[src/rtl/counter_pkg.sv]
// ---------------------------------------------------------------------------
// counter_pkg
// Shared definitions for the parametrised up/down counter family.
//   DIR_UP / DIR_DN : encoding of the up_dn direction input.
//   clamp_load      : limits a parallel-load value to the top of the count
//                     range (min(val, modulus-1)).
// ---------------------------------------------------------------------------
package counter_pkg;

   localparam logic DIR_UP = 1'b1;
   localparam logic DIR_DN = 1'b0;

   // 64-bit arguments so that MODULUS == 2**32 (WIDTH = 32) is representable.
   function automatic logic [63:0] clamp_load(input logic [63:0] val,
                                              input logic [63:0] modulus);
      return (val > (modulus - 64'd1)) ? (modulus - 64'd1) : val;
   endfunction

endpackage : counter_pkg

[src/rtl/up_down_counter_param.sv]
// ---------------------------------------------------------------------------
// up_down_counter_param
// Configurable-width modulo-MODULUS up/down counter with synchronous clear,
// parallel load (clamped to MODULUS-1), count enable, and either wrap or
// saturate behaviour at the range ends.
//
// Parameters
//   WIDTH    : counter width in bits (1..32)
//   MODULUS  : count range is 0..MODULUS-1, 2 <= MODULUS <= 2**WIDTH
//   SATURATE : 0 = wrap at the range ends, 1 = hold at the range ends
//
// Ports
//   Clk      in   rising-edge clock
//   rst      in   asynchronous active-high reset
//   clr      in   synchronous clear to 0 (highest priority)
//   load     in   synchronous parallel load of load_val
//   load_val in   value to load, clamped to MODULUS-1
//   en       in   count enable (lowest priority)
//   up_dn    in   1 = count up, 0 = count down
//   count    out  registered count value
//   tc       out  combinational terminal count (next enabled step hits an end)
//   wrap     out  registered one-cycle pulse after a wrap (SATURATE=0 only)
//   sat      out  registered level while held at an end (SATURATE=1 only)
// ---------------------------------------------------------------------------
module up_down_counter_param
   import counter_pkg::*;
#(
   parameter int     WIDTH    = 4,
   parameter longint MODULUS  = 16,
   parameter bit     SATURATE = 1'b0
) (
   input  logic             Clk,
   input  logic             rst,
   input  logic             clr,
   input  logic             load,
   input  logic [WIDTH-1:0] load_val,
   input  logic             en,
   input  logic             up_dn,
   output logic [WIDTH-1:0] count,
   output logic             tc,
   output logic             wrap,
   output logic             sat
);

   localparam logic [WIDTH-1:0] MAX_CNT = WIDTH'(MODULUS - 1);
   localparam logic [WIDTH-1:0] ONE     = WIDTH'(1);

   logic             at_top;
   logic             at_bottom;
   logic             at_end;
   logic [WIDTH-1:0] load_clamped;

   // All end-of-range compares are done at WIDTH bits, so MODULUS == 2**WIDTH
   // wraps naturally without needing a carry bit.
   always_comb begin
      at_top       = (count == MAX_CNT);
      at_bottom    = (count == '0);
      at_end       = (up_dn == DIR_UP) ? at_top : at_bottom;
      load_clamped = WIDTH'(clamp_load(64'(load_val), 64'(MODULUS)));
   end

   assign tc = en & at_end;

   // NOTE: state registers use non-blocking assignments so every register in
   // this block samples the pre-edge values of count/at_end, regardless of
   // statement order.
   always_ff @(posedge Clk or posedge rst) begin
      if (rst) begin
         count <= '0;
         wrap  <= 1'b0;
         sat   <= 1'b0;
      end else if (clr) begin
         count <= '0;
         wrap  <= 1'b0;
         sat   <= 1'b0;
      end else if (load) begin
         count <= load_clamped;
         wrap  <= 1'b0;
         sat   <= 1'b0;
      end else if (en) begin
         if (!at_end) begin
            // Ordinary step; also a step away from a held end, so sat drops.
            count <= (up_dn == DIR_UP) ? count + ONE : count - ONE;
            wrap  <= 1'b0;
            sat   <= 1'b0;
         end else if (SATURATE) begin
            wrap  <= 1'b0;
            sat   <= 1'b1;
         end else begin
            count <= (up_dn == DIR_UP) ? '0 : MAX_CNT;
            wrap  <= 1'b1;
            sat   <= 1'b0;
         end
      end else begin
         // Idle: count and sat hold, wrap is only ever a single-cycle pulse.
         wrap <= 1'b0;
      end
   end

endmodule : up_down_counter_param

[config.mk]
export PLATFORM = sky130hd
export DESIGN_NAME = up_down_counter_param
export DESIGN_NICKNAME = d
export VERILOG_FILES = /design/src/rtl/counter_pkg.sv /design/src/rtl/up_down_counter_param.sv
export SDC_FILE = /design/constraint.sdc
export NUM_CORES = 1
export LEC_CHECK = 0
export CAP_MARGIN = 10
export CORE_AREA = 2 2 39 41
export CTS_BUF_LIST = sky130_fd_sc_hd__clkbuf_8
export DETAILED_ROUTE_END_ITERATION = 12
export DIE_AREA = 0 0 41 43
export GPL_ROUTABILITY_DRIVEN = 0
export SLEW_MARGIN = 10
export SYNTH_ARGS = -nofsm -noshare
export SYNTH_HDL_FRONTEND = slang
export SYNTH_SLANG_ARGS = --single-unit
[constraint.sdc]
create_clock -name Clk -period 4.5 [get_ports Clk]
set_input_delay 0.675 -clock Clk [delete_from_list [all_inputs] [get_ports Clk]]
set_output_delay 0.675 -clock Clk [all_outputs]
set_load 0.02 [all_outputs]
==> impl_metrics.yaml, run 1 <==
placement:
  hpwl_um: 692
  pre_cts_ws_ps: 1310
  port-buffer-count: 15
critical_path:
  start_kind: "primary input"
  endpoint_kind: "output pin"
  critical_path_class: "in2out"
  cp_data_arrival_time_ps: 2520
  worstPathRequired_ps: 3830
  crit_path_max_fanout: 5
outcome:
  outcome: "finished, final reports clean"
clock_tree:
  cts_tree: "built"
  cts_max_path_buffers: 2
  post_cts_buffers: 0
  cts.sinks: 5
  cts-root-buf: "clkbuf_8"
  cts_resized: 0
  cts_buffers: 3
  cts.hold.buffers_added: 0
  cts_max_level: 1
  path_clk_slew_ps: 40
  clkLatencyLatePin_ps: 220
detailed_routing:
  wl_per_cell_um: 11.2
  drtIter0Drc: 4
  via_per_inst: 4.54
  totalWireLength_um: 908
  drc: 0
  drt-pass1-iter-count: 2
  ant_nets: 0
  vias: 368
power_and_ir_drop:
  power_leakage_nw: 0.264
  ir_worst_vdd_uv: 266
  power_mw: 0.188
  power_density_mw_per_mm2: 299
min_path:
  hold_path_class: "in2async"
timing:
  setup_ws_ps: 1310
  hold_violations: 0
  setup_viol: 0
  finClkSkew_ps: 5.59
  period_minus_slack_ps: 3190
  finalCritPeriodShare: 0.709
  fin_tns_setup_ps: 0
  rsz0062_at_grt: "no"
  max_freq_mhz: 313
  slew_viol_final: 0
global_route:
  grt_max_degree: 11
  track_usage: 0.128
  antenna_found_initial: 0
  grt_first_pass_wirelength_um: 1500
  grt_overflow: 0
  grt_pass1_vias: 340
floorplan:
  start_util: 0.307
  fp.dieArea_mm2: 0.00176
  rows: 14
  chipHeight_um: 43
  core_mm2: 0.00138
  io_pins: 17
  fp.dieW_um: 41
cells_and_area:
  drive_gt1_frac: 0.154
  fin_nets: 79
  final.fill_count: 147
  fin_util: 0.455
  syn_to_final_growth_pct: 47.9
  diodes: 0
synthesis:
  synth_seq_cells: 5
  synth_fp_nets: 61
  yosys_warnings: 0
  syn-instance-count: 48
  synth_seq_area_share: 0.294
  synth_area_per_cell_um2: 8.86
  mappedNetlistArea_um2: 425
  synthDistinctLibCells: 26
flow_run:
  drv_cap: 0
[cell type report]
type	count	area, um2	share of cell area
Tap cell	16	20.0	0.0318
Inverter	6	22.5	0.0358
Clock inverter	1	3.75	0.00596
Clock buffer	3	41.3	0.0656
Timing Repair Buffer	15	150	0.239
Multi-Input combinational cell	35	267	0.423
Sequential cell	5	125	0.199
[power breakdown]
group / total (mW) / internal [mW] / leakage [nW] / switching (mW)
Sequential: 0.0541 / 0.0484 / 0.0657 / 0.00567
Clock: 0.0803 / 0.0584 / 0.0269 / 0.0219
Combinational: 0.0539 / 0.0287 / 0.171 / 0.0252
[sequential cells by signal, summed over array words and instances (netlist names)]
name / count
count: 4
wrap: 1
[critical path: stages]
cell	delay, ps
clkdlybuf4s50_1	510
or4_4	480
nor2_2	120
o21a_1	130
clkdlybuf4s50_1	600
[cells in the mapped netlist]
cell	instances	area (um2)
inv_1	6	22.5
dfrtp_1	5	125
a2111oi_0	1	8.76
and4_2	1	10.0
a21o_2	1	8.76
nor2_2	1	6.26
xnor2_1	4	35.0
a21oi_1	5	25.0
a221oi_2	1	15.0
nor2_1	3	11.3
and2_1	1	6.26
fa_1	1	20.0
o21ai_0	2	10.0
o21a_1	2	15.0
buf_4	1	7.51
a21oi_2	1	8.76
ha_1	2	25.0
conb_1	1	3.75
nor3b_2	1	12.5
or4_4	1	11.3
nor3_1	1	5.00
nand2_1	2	7.51
nor3b_1	1	7.51
o211ai_1	1	7.51
nor2b_1	1	6.26
clkbuf_1	1	3.75
[cell families (layout without fill, tap and decap cells)]
family,after synthesis,in the layout,share of synthesized area
DFF,5,5,0.294
adders and majority gates,3,3,0.106
buffers and inverters,8,25,0.0794
xor gates and xnor gates,4,4,0.0823
AOI/OAI and AO/OA,14,14,0.232
and+or+nand+nor,13,13,0.197
other,1,1,0.00882
[worst paths after layout]
kind / startpoint / end / slack [ps] / cells past startpoint
max in group asynchronous: rst / count[0]$_DFFE_PP0P_ / 3680 / 2
hold / removal: rst / count[1]$_DFFE_PP0P_ / 640 / 2
setup / recovery: up_dn / tc / 1310 / 5
setup reg to reg: count[0]$_DFFE_PP0P_ / count[1]$_DFFE_PP0P_ / 2870 / 5
min in group Clk: count[1]$_DFFE_PP0P_ / count[1]$_DFFE_PP0P_ / 750 / 2
hold reg to reg: count[1]$_DFFE_PP0P_ / count[1]$_DFFE_PP0P_ / 750 / 2
[layout by cell type (no fill, tap or decap), drive strengths merged, types with 2 or more instances in the layout]
cell type,instances
o21ai,2
clkbuf,3
o21a,2
nand2,2
ha,2
nor3b,2
nor2,4
a21oi,6
xnor2,4
dfrtp,5
clkdlybuf4s50,15
inv,7
[metrics by stage]
stage	area (um2)	hold WS, ps	cells
after detailed placement	584	742	77
after global routing	629	695	81
after CTS	629	647	81
after floorplan	425	454	48
final	629	645	81
after global placement	584	749	77
[routing by layer]
layer  wire length (um)  vias up  GRT usage
li1                   -      196          -
met1                426      160      0.174
met2                419       12      0.175
met3                 62        0     0.0471
met4                  0        0     0.0600
met5                  0        -          0
Power figures use the tool's default switching activity.
==> run 2: changes to the inputs <==
Clock period 4.5 ns to 3 ns, I/O delays scaled along.
==> results of run 2 <==
The final DEF is identical to that of run 1. Status: finished, final reports clean.
Main changes from that run: setup slack after placement 1310 ps -> 262 ps; setup slack after layout 1310 ps -> 260 ps; hold slack 645 ps -> 420 ps; register-to-register setup slack 2870 ps -> 1370 ps; total power 0.188 mW -> 0.283 mW; worst IR drop on VDD 266 uV -> 399 uV
